--- src/rtl/regn_pkg.sv ---
// Shared definitions for the regN register family and its serial feeder.
package regn_pkg;

  localparam int REG_W = 8;

  typedef enum logic {IDLE, SHIFT} sbl_state_t;

endpackage

--- src/rtl/serial_byte_loader.sv ---
// Assembles a framed MSB-first serial stream into N-bit words and hands each
// completed word to regN with a one-cycle load pulse.
module serial_byte_loader
  import regn_pkg::*;
#(
  parameter int unsigned N = REG_W
) (
  input  logic                 clk,
  input  logic                 reset,
  input  logic                 frame,
  input  logic                 sin,
  input  logic                 sin_valid,
  output logic [N-1:0]         d,
  output logic                 load,
  output logic                 busy,
  output logic                 abort_err,
  output logic [$clog2(N)-1:0] bit_cnt
);

  localparam int unsigned CW = $clog2(N);
  localparam logic [CW-1:0] LastCnt = CW'(N - 1);

  sbl_state_t      state_q, state_d;
  // The Nth bit goes straight into d, so only N-1 pending bits need storage.
  logic [N-2:0]    sh_q, sh_d;
  logic [CW-1:0]   cnt_q, cnt_d;
  logic [N-1:0]    d_q, d_d;
  logic            load_q, load_d;
  logic            abort_q, abort_d;
  logic            take;
  logic [N-1:0]    shifted;

  assign take    = frame & sin_valid;
  assign shifted = {sh_q, sin};

  always_ff @(posedge clk) begin
    if (reset) begin
      state_q <= IDLE;
      sh_q    <= '0;
      cnt_q   <= '0;
      d_q     <= '0;
      load_q  <= 1'b0;
      abort_q <= 1'b0;
    end else begin
      state_q <= state_d;
      sh_q    <= sh_d;
      cnt_q   <= cnt_d;
      d_q     <= d_d;
      load_q  <= load_d;
      abort_q <= abort_d;
    end
  end

  always_comb begin
    state_d = state_q;
    sh_d    = sh_q;
    cnt_d   = cnt_q;
    d_d     = d_q;
    load_d  = 1'b0;
    abort_d = 1'b0;
    unique case (state_q)
      IDLE: begin
        if (take) begin
          sh_d    = shifted[N-2:0];
          cnt_d   = CW'(1);
          state_d = SHIFT;
        end
      end
      SHIFT: begin
        if (!frame) begin
          sh_d    = '0;
          cnt_d   = '0;
          abort_d = 1'b1;
          state_d = IDLE;
        end else if (sin_valid) begin
          if (cnt_q == LastCnt) begin
            d_d     = shifted;
            load_d  = 1'b1;
            sh_d    = '0;
            cnt_d   = '0;
            state_d = IDLE;
          end else begin
            sh_d  = shifted[N-2:0];
            cnt_d = cnt_q + 1'b1;
          end
        end
      end
      default: state_d = IDLE;
    endcase
  end

  assign d         = d_q;
  assign load      = load_q;
  assign abort_err = abort_q;
  assign bit_cnt   = cnt_q;
  assign busy      = (state_q == SHIFT);

endmodule
--- config.mk ---
export PLATFORM = sky130hd
export DESIGN_NAME = serial_byte_loader
export DESIGN_NICKNAME = d
export VERILOG_FILES = /design/src/rtl/regn_pkg.sv /design/src/rtl/serial_byte_loader.sv
export SDC_FILE = /design/constraint.sdc
export NUM_CORES = 1
export LEC_CHECK = 0
export ABC_CLOCK_PERIOD_IN_PS = 4400
export CORE_ASPECT_RATIO = 0.9
export CORE_UTILIZATION = 53
export CTS_CLUSTER_SIZE = 24
export DETAILED_ROUTE_END_ITERATION = 8
export PLACE_DENSITY = 0.82
export SETUP_SLACK_MARGIN = 0.1
export SYNTH_ARGS = -nofsm -noshare
export SYNTH_HDL_FRONTEND = slang
export SYNTH_SLANG_ARGS = --single-unit
--- constraint.sdc ---
create_clock -name clk -period 4.4 [get_ports clk]
set_clock_uncertainty 0.1 [all_clocks]
set_input_delay 0.88 -clock clk [delete_from_list [all_inputs] [get_ports clk]]
set_output_delay 0.88 -clock clk [all_outputs]
set_load 0.02 [all_outputs]
# Word level (Yosys, flattened, before mapping)
# Index checks and enable logic that the tools add are counted.
# op_classes
eq_ne	3
bitwise	4
muxes	17
add_sub_neg	1
reduce_logical	4
# ops
op	n
$mux W7	4
$pmux W7 S2	1
$mux W3	4
$mux W1	6
$pmux W3 S2	1
$reduce_and A4 Y1	1
$reduce_or A4 Y1	1
$add A3 B1 Y3 const B	1
$eq A3 B3 Y1 const B	1
$ne A3 B3 Y1 const B	1
$not A1 Y1	3
$ne A2 B2 Y1 const B	1
$pmux W1 S2	1
$reduce_and A2 Y1	1
$reduce_or A2 Y1	1
$and A1 B1 Y1	1
# word_totals
output_inout_bits	14
ff_bits	21

# Depth between registers and ports, before layout
# depth
ltp_word	5
depth_mapped	5
ltp_nobuf	4

# Worst setup path after synthesis
# No wires, ideal clock.
# synth_timing
path_kind	input-to-reg
startpoint	in frame
endpoint	reg cnt_q[1] (netlist: bit_cnt[1])
cell_stages	3
arrival_time_ns	1.508
t_required_ns	4.212
setup_slack_ns	2.704
setup_ns	0.088
cell_sequence	buf_6 > mux2_4 > o32ai_2
# synth_between
elab_chain_cells	3
# synth_lines
element	line	source
from (decl)	serial_byte_loader.sv:10	input logic frame,
$and A1 B1 Y1	serial_byte_loader.sv:33	assign take = frame & sin_valid;
$ne A2 B2 Y1 (no line)	--	
$reduce_and A2 Y1 (no line)	--	
to (signal assigned)	serial_byte_loader.sv:47	cnt_q <= cnt_d;
to (decl)	serial_byte_loader.sv:26	logic [CW-1:0] cnt_q, cnt_d;
# Several ways; a longest one is shown, not always the timed one.
# A chain may end at the register's enable or synchronous reset.

# Worst setup path in the final report
# layout_timing
startpoint	reg state_q (netlist: busy)
endpoint	out busy
# layout_lines
element	line	source
from (decl)	serial_byte_loader.sv:23	sbl_state_t state_q, state_d;
from (signal assigned)	serial_byte_loader.sv:45	state_q <= state_d;
to (decl)	serial_byte_loader.sv:15	output logic busy,
# No word-level cell between the ends.

==> results.yml <==
status:
  status: "finished, final reports clean"
routing:
  first_pass_iters: 3
  wire_per_inst_um: 13.7
  viasPerCell: 5.38
  dr_total_vias: 656
  wl_um: 1670
  drc: 0
  drtIter0Drc: 8
  ant_nets: 0
setup_path:
  path_delay_family: "buffers and inverters"
  end_kind: "primary output"
  r2r_cells: 4
  worstSetupPathType: "reg -> out"
  cp.depth: 1
  cp.arrival_ps: 1480
  critPathBufInv: 1
  crit_path_max_incr_delay_ps: 660
  cp_slowest_cell: "clkdlybuf4s50_1"
  crit_fanout: 10
  worstPathRequired_ps: 3420
  crit_chain: "clkdlybuf4s50_1"
  worst_setup_path_start_kind: "flip-flop"
floorplan:
  die_w_um: 46.4
  initial_core_util: 0.565
  die_h_um: 42.0
  die_area_mm2: 0.00195
  coreArea_mm2: 0.00166
  rows: 14
  ios: 19
clock_tree:
  cts_sinks: 21
  root_buffer: "clkbuf_4"
  cts_tree: "done"
  cts_resized: 0
  cts_buffers: 3
  clock_latency_ps: 300
  cts_setup_buffers: 0
  ctsLongestPathBuffers: 2
  htreeDepth: 1
  holdBufCountCts: 0
  path_clk_slew_ps: 120
sta:
  slew_violations: 0
  finalCritPeriodShare: 0.560
  fin_crit_ps: 2460
  hold_viol_final: 0
  worstMarginPinSlew_ps: 709
  clock.fmax_ghz: 0.406
  setup_violations: 0
  rsz0062_at_grt: "no"
  worst_slack_ps: 1940
  max-slew-margin-rel: 0.526
  tns_ps: 0
power:
  switching_share: 0.237
  p_comb_frac: 0.085
  p_per_area_mw_per_mm2: 278
  p_seq_frac: 0.619
  p_leak_nw: 0.446
  switching_power_mw: 0.0744
  power.internal_mw: 0.239
  vdd.ir_drop.worst_v: 0.000199
  clock_power_share: 0.296
place:
  hpwl_um: 1200
  routabilityCongestion: 0.755
  io_buffers: 18
  post-place-ws_ps: 1910
synthesis:
  yosysTopAreaCell: "dfxtp_1"
  ys_seq_area_frac: 0.447
  synth-compound-area-share: 0.150
  synth_cell_types: 23
  syn_inst: 82
  synth_flop_cell: "dfxtp_1"
  synth_fa_ha_area_frac: 0.0399
  synth-async-reset-ratio: 0
  synth_area_leaders: "dfxtp_1, nand2b_1, mux2i_1"
  syn_area_per_cell_um2: 11.5
  syn_nets: 90
  yosysMostFrequentCell: "dfxtp_1"
  synth-simple-area-share: 0.201
  yosys_warnings: 0
  netlist_area_um2: 941
  synth-seq-cells: 21
  synth_top_family_by_area: "simple AND/OR/NAND/NOR gates"
  synthMuxAreaShare: 0.101
  yosysTopAreaCellShare: 0.447
  synth-xor-area-share: 0
  synth_edf_count: 0
  synth_commonest_cells: "dfxtp_1, nand2b_1, mux2i_1"
finish:
  utilization: 0.678
  layout-drive-gt1-share: 0.133
  num_antenna_cells: 0
  area_delta_synth_final_pct: 19.9
  fin_nets: 107
  n_fill_cell: 142
grt:
  antenna_found_initial: 0
  grt_usage: 0.208
  overflow: 0
  grt_pass1_vias: 682
  grt_pass1_wl_um: 2900
  grt_max_degree: 25
job:
  cap_violations: 0
worst_hold_path:
  min_path_cells: 2
  hp-class: "reg -> reg"
-- worst reg2reg max path, delay by kind of cell, from the launching register on --
kind	cells	cell delay, ps
DFF	1	410
and+or+nand+nor	1	340
muxes	1	280
adders and majority gates	2	430
-- sequential cells by signal, indices dropped and copies added, names as in the netlist --
register / flops
load: 1
bit_cnt: 3
busy: 1
d: 8
abort_err: 1
sh_q: 7
-- logic make-up after synthesis --
kind of cell	Yosys count
AOI/OAI and AO/OA	12
adders and majority gates	3
buffers and inverters	8
DFF	21
muxes	9
and+or+nand+nor	29
-- per-layer routing --
layer	vias to the layer above	part of all wire	wire length (µm)	track usage
met2	16	0.47	791	0.314
met4	0	0.032	54	0.112
met1	310	0.46	765	0.271
met3	8	0.036	60	0.0431
met5	-	0	0	0
li1	322	-	-	-
-- power groups by stage --
stage | Combinational, mW | Sequential [mW] | Clock (mW)
2_1_floorplan | 0.0193 | 0.199 | 0
3_3_place_gp | 0.0261 | 0.198 | 0
3_5_place_dp | 0.0267 | 0.198 | 0
4_1_cts | 0.0267 | 0.194 | 0.0938
5_1_grt | 0.0289 | 0.194 | 0.102
6_report | 0.0266 | 0.194 | 0.0927
-- final cells by class --
cell class	count	area (µm²)	share of cell area
multi-input cells	53	463	0.410
flip-flops and latches	21	420	0.373
repair buffers	18	180	0.160
well taps	24	30.0	0.0266
clock buffers	3	22.5	0.0200
inverters	2	7.51	0.00665
clock inverters	1	5.00	0.00443
-- placed cells by master (no fill, tap or decap), types with 3 or more instances in the layout --
| master | count |
|---|---|
| mux2i_1 | 8 |
| nand2b_1 | 19 |
| clkdlybuf4s50_1 | 18 |
| dfxtp_1 | 21 |
| clkbuf_4 | 3 |
| o32ai_1 | 7 |
| ha_1 | 3 |
-- per-stage QoR --
step                      instances  cell area (µm²)  power (mW)  hold slack [ps]
after floorplan                  82              941       0.218              380
after global placement          118             1100       0.224              363
after detailed placement        118             1100       0.225              369
after CTS                       122             1130       0.315              389
after global routing            122             1130       0.325              421
final                           122             1130       0.313              386
-- worst paths after layout --
| kind | startpoint | to | slack (ps) |
|---|---|---|---|
| max reg2reg | bit_cnt[0]$_SDFFE_PP0P_ | d[3]$_SDFFE_PP0P_ | 2760 |
| max | busy$_SDFF_PP0_ | busy | 1940 |
| min reg2reg | d[4]$_SDFFE_PP0P_ | d[4]$_SDFFE_PP0P_ | 390 |
| min | d[4]$_SDFFE_PP0P_ | d[4]$_SDFFE_PP0P_ | 390 |
Power figures use the tool's default switching activity.
==> RTL edit (same settings) <==
Set the package constant `REG_W` to 16 (it was 8).
--- a/src/rtl/regn_pkg.sv
+++ b/src/rtl/regn_pkg.sv
@@ -2,5 +2,5 @@
 package regn_pkg;
 
-  localparam int REG_W = 8;
+  localparam int REG_W = 16;
 
   typedef enum logic {IDLE, SHIFT} sbl_state_t;
Interface: changed (resized bit_cnt and d); port bits go from 19 to 28. No check against the original RTL was run, so the function may have changed too.
==> RTL edit against the original RTL <==
- the run now ends with DRC left
- sequential cell count rose by 17
- setup slack lost 0.046 ns
- total power up 79%
- core utilization is 2.3 points higher
- cell area rose by 56%
- first-iteration DRC count rose to 4.1 times the old value
- synthesized area rose by 53%
- routed wire length up 57%
- global-route usage is 0.20 points higher
- count of clock-buffer cells in the layout grew 4
- largest power group unchanged
==> RTL edit: results (changes against the original RTL) <==
largest net degree at the start of global routing=39 (+56%); vias in the first global route=1060 (+55%); worst slack, placed=1.63 ns (-0.276 ns); DR WL met3=109 µm (+82%); Met1 Wirelength=1290 µm (+68%); worst-margin pin slew=0.721 ns (+0.0124 ns); violated checks=DRC; hold path endpoint=d[6]$_SDFFE_PP0P_; gr usage total=21.0% (+0.20 points); wire length on met2=1190 µm (+51%); fraction of layout cells with a size suffix above 1=8.24% (-5.0 points); Repair and plain buffers=28 (+10); DRC Markers=3 (+3); Placed Instances=190 (+61%); sequential cell area fraction in the yosys report=52.8% (+8.1 points); max reg flops=16 (+8); Final GP Congestion=0.845 (+12%); Commonest cells post-synth=dfxtp_1, nor2_1, a22oi_1, mux2i_1; area taken by multi-input logic gates=616 µm² (+33%); count of different cell masters after synthesis=27 (+17%); WP data arrival=1.53 ns (+0.05 ns); PD cells=318 nW/µm² (+14%); fin nets=175 (+64%); status=finished with violations; H-tree Lvls=2 (+1); Net Count, Synth=148 (+64%); multi-input gates=93 (+75%); inverters=3 (+1); Power Sequential=348 µW (+79%)
==> RTL edit: cell count changes after synthesis, sizes merged, moves of 3 or more <==
cell    before  now
nand2b      19    1
mux2i        8   16
a22oi        0   16
o21ai        0    4
nor3         0    3
o32ai        9    0
dfxtp       21   38
nor2         1   38
clkbuf       1    4
==> RTL edit: how the worst max path moves through the flow <==
stage / start / to / slack [ns] / depth (start not counted)
3_5_place_dp: frame / bit_cnt[3]$_SDFFE_PP0P_ / 1.63 / 5
4_1_cts: busy$_SDFF_PP0_ / busy / 1.88 / 1
6_report: bit_cnt[2]$_SDFFE_PP0P_ / bit_cnt[2] / 1.89 / 1
2_1_floorplan: sin_valid / sh_q[0]$_SDFFE_PP0P_ / 2.63 / 5
5_1_grt: frame / bit_cnt[3]$_SDFFE_PP0P_ / 1.77 / 5
3_3_place_gp: sin_valid / bit_cnt[3]$_SDFFE_PP0P_ / 1.74 / 5
